==> config.mk <==
export PLATFORM = sky130hd
export DESIGN_NAME = dmem_arbiter
export DESIGN_NICKNAME = d
export VERILOG_FILES = /design/src/rtl/dmem_arbiter.sv
export SDC_FILE = /design/constraint.sdc
export NUM_CORES = 1
export LEC_CHECK = 0
export ABC_AREA = 1
export BUFFER_PORTS_ARGS = -buffer_cell sky130_fd_sc_hd__buf_2
export CAP_MARGIN = 20
export CORE_MARGIN = 4
export CORE_UTILIZATION = 46
export DETAILED_ROUTE_END_ITERATION = 16
export PLACE_DENSITY = 0.8
export SLEW_MARGIN = 0
export SYNTH_ARGS = -nofsm -noshare
export SYNTH_HDL_FRONTEND = slang
export SYNTH_SLANG_ARGS = --single-unit
==> constraint.sdc <==
create_clock -name clk -period 1.7 [get_ports clk]
set_input_delay 0.34 -clock clk [delete_from_list [all_inputs] [get_ports clk]]
set_output_delay 0.34 -clock clk [all_outputs]
set_load 0.1 [all_outputs]
==> src/rtl/dmem_arbiter.sv <==
// Two-port arbiter sharing a single-port data memory between the CPU and the loader.
// A registered FSM grants one requester at a time and sequences the access and read latency.
module dmem_arbiter #(
  parameter int AW     = 32,
  parameter int DW     = 32,
  parameter int RD_LAT = 1
) (
  input  logic          clk,
  input  logic          rst,
  input  logic          cpu_req,
  input  logic          cpu_we,
  input  logic [AW-1:0] cpu_addr,
  input  logic [DW-1:0] cpu_wdata,
  output logic [DW-1:0] cpu_rdata,
  output logic          cpu_ack,
  output logic          cpu_stall,
  input  logic          ldr_req,
  input  logic          ldr_we,
  input  logic [AW-1:0] ldr_addr,
  input  logic [DW-1:0] ldr_wdata,
  output logic [DW-1:0] ldr_rdata,
  output logic          ldr_ack,
  output logic          mem_en,
  output logic          mem_we,
  output logic [AW-1:0] mem_addr,
  output logic [DW-1:0] mem_wdata,
  input  logic [DW-1:0] mem_rdata
);

  typedef enum logic [1:0] {IDLE, ACCESS, WAIT, ACK} state_e;

  localparam logic OWN_CPU = 1'b0;
  localparam logic OWN_LDR = 1'b1;

  state_e        state_q, state_d;
  logic          owner_q, owner_d;
  logic          we_q, we_d;
  logic [AW-1:0] addr_q, addr_d;
  logic [DW-1:0] wdata_q, wdata_d;
  logic          last_grant_q, last_grant_d;
  logic [1:0]    cnt_q, cnt_d;
  logic [DW-1:0] cpu_rdata_q, cpu_rdata_d;
  logic [DW-1:0] ldr_rdata_q, ldr_rdata_d;
  logic          grant_ldr;

  always_comb begin
    // NOTE: every signal written here gets a default first, so no path leaves one unassigned and no latch is inferred.
    state_d      = state_q;
    owner_d      = owner_q;
    we_d         = we_q;
    addr_d       = addr_q;
    wdata_d      = wdata_q;
    last_grant_d = last_grant_q;
    cnt_d        = cnt_q;
    cpu_rdata_d  = cpu_rdata_q;
    ldr_rdata_d  = ldr_rdata_q;
    grant_ldr    = 1'b0;

    unique case (state_q)
      IDLE: begin
        if (cpu_req || ldr_req) begin
          // On a tie the loader wins only when the CPU had the previous grant.
          grant_ldr = ldr_req && (!cpu_req || (last_grant_q == OWN_CPU));
          owner_d   = grant_ldr;
          we_d      = grant_ldr ? ldr_we    : cpu_we;
          addr_d    = grant_ldr ? ldr_addr  : cpu_addr;
          wdata_d   = grant_ldr ? ldr_wdata : cpu_wdata;
          state_d   = ACCESS;
        end
      end
      ACCESS: begin
        if (we_q) begin
          state_d = ACK;
        end else begin
          cnt_d   = 2'(RD_LAT);
          state_d = WAIT;
        end
      end
      WAIT: begin
        if (cnt_q == 2'd1) begin
          if (owner_q == OWN_LDR) ldr_rdata_d = mem_rdata;
          else                    cpu_rdata_d = mem_rdata;
          cnt_d   = 2'd0;
          state_d = ACK;
        end else begin
          cnt_d = cnt_q - 2'd1;
        end
      end
      ACK: begin
        last_grant_d = owner_q;
        state_d      = IDLE;
      end
      default: state_d = IDLE;
    endcase
  end

  always_ff @(posedge clk) begin
    // NOTE: state registers use non-blocking assignments so every flop samples pre-edge values.
    if (rst) begin
      state_q      <= IDLE;
      owner_q      <= OWN_CPU;
      we_q         <= 1'b0;
      addr_q       <= '0;
      wdata_q      <= '0;
      last_grant_q <= OWN_LDR;
      cnt_q        <= 2'd0;
      cpu_rdata_q  <= '0;
      ldr_rdata_q  <= '0;
    end else begin
      state_q      <= state_d;
      owner_q      <= owner_d;
      we_q         <= we_d;
      addr_q       <= addr_d;
      wdata_q      <= wdata_d;
      last_grant_q <= last_grant_d;
      cnt_q        <= cnt_d;
      cpu_rdata_q  <= cpu_rdata_d;
      ldr_rdata_q  <= ldr_rdata_d;
    end
  end

  // Strobes decode from state and are suppressed while reset is held.
  assign mem_en    = (state_q == ACCESS) && !rst;
  assign mem_we    = mem_en && we_q;
  assign mem_addr  = addr_q;
  assign mem_wdata = wdata_q;
  assign cpu_ack   = (state_q == ACK) && (owner_q == OWN_CPU) && !rst;
  assign ldr_ack   = (state_q == ACK) && (owner_q == OWN_LDR) && !rst;
  assign cpu_stall = cpu_req && !cpu_ack;
  assign cpu_rdata = cpu_rdata_q;
  assign ldr_rdata = ldr_rdata_q;

endmodule

-- Word level (Yosys, flattened, before mapping)
Cells that the tools add are included.
- register bits: 135
- input bits: 166
- output and inout port bits: 133
- logic and storage cells: 49
- add/subtract/negate cells: 1
- eq/ne operators: 7
- mux-type cells: 10
- bitwise gates (word level): 2
- reduce and logical (&&, ||, !) cells: 20
- operators with widths (operator ; number):
    $mux W32 ; 2
    $logic_and A1 B1 Y1 ; 8
    $mux W2 ; 4
    $pmux W2 S4 ; 1
    $ne A2 B2 Y1 const B ; 3
    $reduce_and A2 Y1 ; 3
    $reduce_and A3 Y1 ; 2
    $eq A2 B1 Y1 const B ; 2
    $eq A2 B2 Y1 const B ; 2
    $pmux W2 S2 ; 1
    $logic_not A1 Y1 ; 3
    $logic_not A2 Y1 ; 1
    $logic_or A1 B1 Y1 ; 2
    $mux W1 ; 2
    $not A1 Y1 ; 2
    $reduce_bool A2 Y1 ; 1
    $sub A2 B1 Y2 const B ; 1

-- Depth between registers and ports, before layout
- depth in word-level cells: 5
- gate-level depth with buffers: 9
- gate-level depth less buffers: 8

-- Worst setup path after synthesis
No wires, ideal clock.
- path kind: register to output
- start point: reg state_q[1]
- end point: out cpu_stall
- arrival: 3.317 ns
- required time: 1.360 ns
- path slack: -1.957 ns
- cell stages (with the launch flop): 7
- path buffers: 0
- cells stage by stage: dfxtp_1 -> ha_1 -> inv_1 -> nor3_1 -> inv_1 -> nand2_1 -> inv_1
- longest elaborated chain between the ends: 5
- ends and longest elaborated chain (element ; line ; RTL):
    start: declaration ; 35 ; state_e state_q, state_d;
    start signal: assignment ; 110 ; state_q <= state_d;
    $eq A2 B2 Y1 ; 127 ; assign cpu_ack = (state_q == ACK) && (owner_q == OWN_CPU) && !rst;
    $logic_and A1 B1 Y1 (2 in series) ; 127 ;
    net cpu_ack ; 15 ; output logic cpu_ack,
    $logic_not A1 Y1 ; 129 ; assign cpu_stall = cpu_req && !cpu_ack;
    $logic_and A1 B1 Y1 ; 129 ;
    end: declaration ; 16 ; output logic cpu_stall,
The timed path passes the listed nets, and every way through them passes these cells.

-- Final worst setup path
- start point: reg state_q[1]
- end point: out mem_we
- longest elaborated chain between the ends: 3
- ends and longest elaborated chain (element ; line ; RTL):
    $eq A2 B1 Y1 ; 123 ; assign mem_en = (state_q == ACCESS) && !rst;
    $logic_and A1 B1 Y1 ; 123 ;
    $logic_and A1 B1 Y1 ; 124 ; assign mem_we = mem_en && we_q;
    end: declaration ; 24 ; output logic mem_we,
Every way passes these cells.

==> metrics <==
number of antenna-violating nets in the routed design=0; Vias=6498; Worst R2R Path Depth=9; final cell count without fillers=1317; Reg area=2710 µm²; critical path startpoint category=flip-flop; vias in the first global route=6065; hold path depth=3; Final Hold Vio Count=0; relative slew slack=63.7%; Starting Density=47.7%; initial antenna violation count=0; most frequent cell after synthesis=nand2_1; Post-Syn Area=6120 µm²; CTS tree=done; CTS root buf=clkbuf_16; main area contributors after synthesis=dfxtp_1 (44%), nand2_1 (15%), a21oi_2 (9.3%), inv_1 (4.7%), o21ai_0 (4.6%); RePlAce Congestion=0.857; setup violators final=4; share of cells above drive strength 1=40.4%; Post-synth EDFFs=0; TritonCTS sink count=135; cell area power density=1980 nW/µm²; row cnt=41; HP Class=in2reg; library cells used by synthesis=21; WS Path Type=reg2out; achievable frequency=566 MHz; reg2reg setup slack=0.06 ns; area of the multi-input gates=2860 µm²; clock skew=0.00701 ns; IR Drop Worst-Case VDD=1.03 mV; die width=123 µm; crit path max fanout=4; Worst Hold Slack=0.174 ns; Synth Net Count=1012; Leak Pwr=4.57 nW; asr flop ratio synth=0%; Initial DRC Count=404; ys flop type=dfxtp_1; H-Tree Depth=4; fin. max-slew vios=0; layout overhead on the synthesized area=41.9%; core area=12800 µm²; Pre-antenna DRT Iters=5; delay-heaviest family, CP=flip-flops; Final min period=1.77 ns; Least-Margin Pin Slew=0.549 ns; # fillers=1070; Synth top cells by count=nand2_1 (241), dfxtp_1 (135), inv_1 (77); Slowest cell on crit path=dfxtp_4; Compound-Gate Fraction of Synth Area=20.5%; IO buf count=298; Placed Cells incl. Taps=1273; status=complete, but fails checks; Clock Path Buffers=2; boundary pin count=299; clock-pin slew on the worst setup and hold paths=0.06 ns; global-route wire length before repair=28700 µm; Worst setup EP type=primary output; Worst Path Required=1.36 ns; largest net degree at the start of global routing=100; reg2reg start=state_q[0]$_SDFFE_PP0P_; Routed WL=19200 µm; die area=15200 µm²; Die H=123 µm; DP Wirelength=13400 µm; R2R Path End=we_q$_SDFFE_PP0P_; # DRC=0; top-area cell type share of the netlist area=44.2%; failing checks=negative setup slack; total CTS buffers=17; Post-Synth XOR/XNOR Area=0%; largest family of logic cells by synthesized area=simple AND/OR/NAND/NOR gates; Synth area leader=dfxtp_1; Synth Area in Simple Gates=22.9%; WP data arrival=1.43 ns; RSZ-0062 raised after global routing=true; vias per cell=4.93; Worst path max stage delay=0.36 ns; FF+latch count, synth=135; fin area=8690 µm²; crit path to=mem_we; critical path launch point=state_q[1]$_SDFFE_PP0P_; Crit path buffers/inverters=2; syn avg cell area=7.30 µm²; Wirelength per Cell=14.6 µm; WP depth=5; mux cell area share after synthesis=0%; sequential fraction of the synthesis area=44.2%; nets=1304; GRT Overall Usage=23.7%; Post-Synth Adder-Cell Area=1.43%; period utilization=104%; dpl cell area=7840 µm²; max cap viols=0; Post-Synthesis Cells=839; Overflow after GRT=0; Setup WS post-layout=-0.0681 ns; cells along the critical path=inv_2 > ha_4 > nand2_4 > nor2_4 > buf_12; Clock Latency Late Sink=0.40 ns; synth warn=0
==> report_power, final <==
group          total [mW]  internal, mW  switching, mW
Clock                3.58          2.16           1.42
Combinational        9.34          2.12           7.22
Sequential           4.28          3.88          0.393
Total                17.2          8.16           9.04
==> registers in the layout, indices dropped and copies added, names as in the netlist <==
signal / flops
mem_addr: 32
state_q: 2
ldr_rdata: 32
owner_q: 1
we_q: 1
cnt_q: 2
mem_wdata: 32
cpu_rdata: 32
last_grant_q: 1
==> per-stage QoR <==
stage               setup slack, ns  TNS (ns)  utilization, %  power, mW
detailed placement           0.0369         0            61.1       13.1
global placement              0.139         0            61.1       12.9
global route                 -0.150    -0.589            67.7       18.0
floorplan                    -0.525    -0.536               -       11.6
CTS                         -0.0845    -0.316            66.5       16.9
finish                      -0.0681    -0.214            67.7       17.2
==> cells by family (layout without fill, tap and decap cells) <==
group | Yosys count | in the layout
other cells | 0 | 1
compound gates | 202 | 202
fa+ha+maj | 7 | 7
buf+inv | 140 | 445
simple gates | 355 | 355
flops | 135 | 135
==> how the worst min path moves through the flow <==
| stage | from | end | slack, ns |
|---|---|---|---|
| 2_1_floorplan | cnt_q[1]$_SDFFE_PP0P_ | cnt_q[1]$_SDFFE_PP0P_ | 0.44 |
| 3_3_place_gp | ldr_rdata[20]$_SDFFE_PP0P_ | ldr_rdata[20]$_SDFFE_PP0P_ | 0.44 |
| 3_5_place_dp | ldr_rdata[23]$_SDFFE_PP0P_ | ldr_rdata[23]$_SDFFE_PP0P_ | 0.45 |
| 4_1_cts | mem_rdata[2] | cpu_rdata[2]$_SDFFE_PP0P_ | 0.16 |
| 5_1_grt | ldr_addr[13] | mem_addr[13]$_SDFFE_PP0P_ | 0.18 |
| 6_report | mem_rdata[2] | cpu_rdata[2]$_SDFFE_PP0P_ | 0.17 |
==> cell usage in the layout (no fill, tap or decap), types with 3 or more instances in the layout <==
cell type   instances
a21oi_1            35
a21oi_2            66
buf_12             13
buf_2             293
buf_4              18
clkbuf_16          20
clkinv_2            5
clkinv_4            4
clkinvlp_4          3
dfxtp_1           132
dfxtp_4             3
ha_1                3
ha_4                3
inv_1              71
inv_2               9
nand2_1           238
nand3_1            35
nor2_1             70
nor2_4              4
o21ai_0            28
o21ai_1            69
o21ai_2             4
==> layout make-up <==
class	count	share of cell area, %
diodes	1	0.0288
clock buffers	17	4.90
clock inverters	15	1.76
inverters	82	3.62
multi-input cells	564	32.9
flip-flops and latches	135	31.2
well taps	172	2.48
repair buffers	331	23.1
==> routing by layer <==
metal  track usage, %  up-vias  wire [µm]
li1                 -     3244          -
met1             27.6     2881       7330
met2             40.6      330       9580
met3             5.95       43       1730
met4             11.5        0        600
met5                0        -          0
==> worst reg2reg max path, delay by kind of cell (launching register included) <==
kind	cells	cell delay, ns
compound gates	2	0.23
fa+ha+maj	1	0.21
buf+inv	5	0.67
flops	1	0.37
simple gates	1	0.04
==> what timing repair did <==
| action | in CTS | in global routing |
|---|---|---|
| hold buffers | 0 | 0 |
| pin swaps | 3 | 1 |
| endpoints found under the setup margin | 5 | 127 |
| cloned | 0 | 3 |
| setup buffers | 5 | 3 |
| resized for setup | 20 | 44 |
Power figures use the tool's default switching activity.
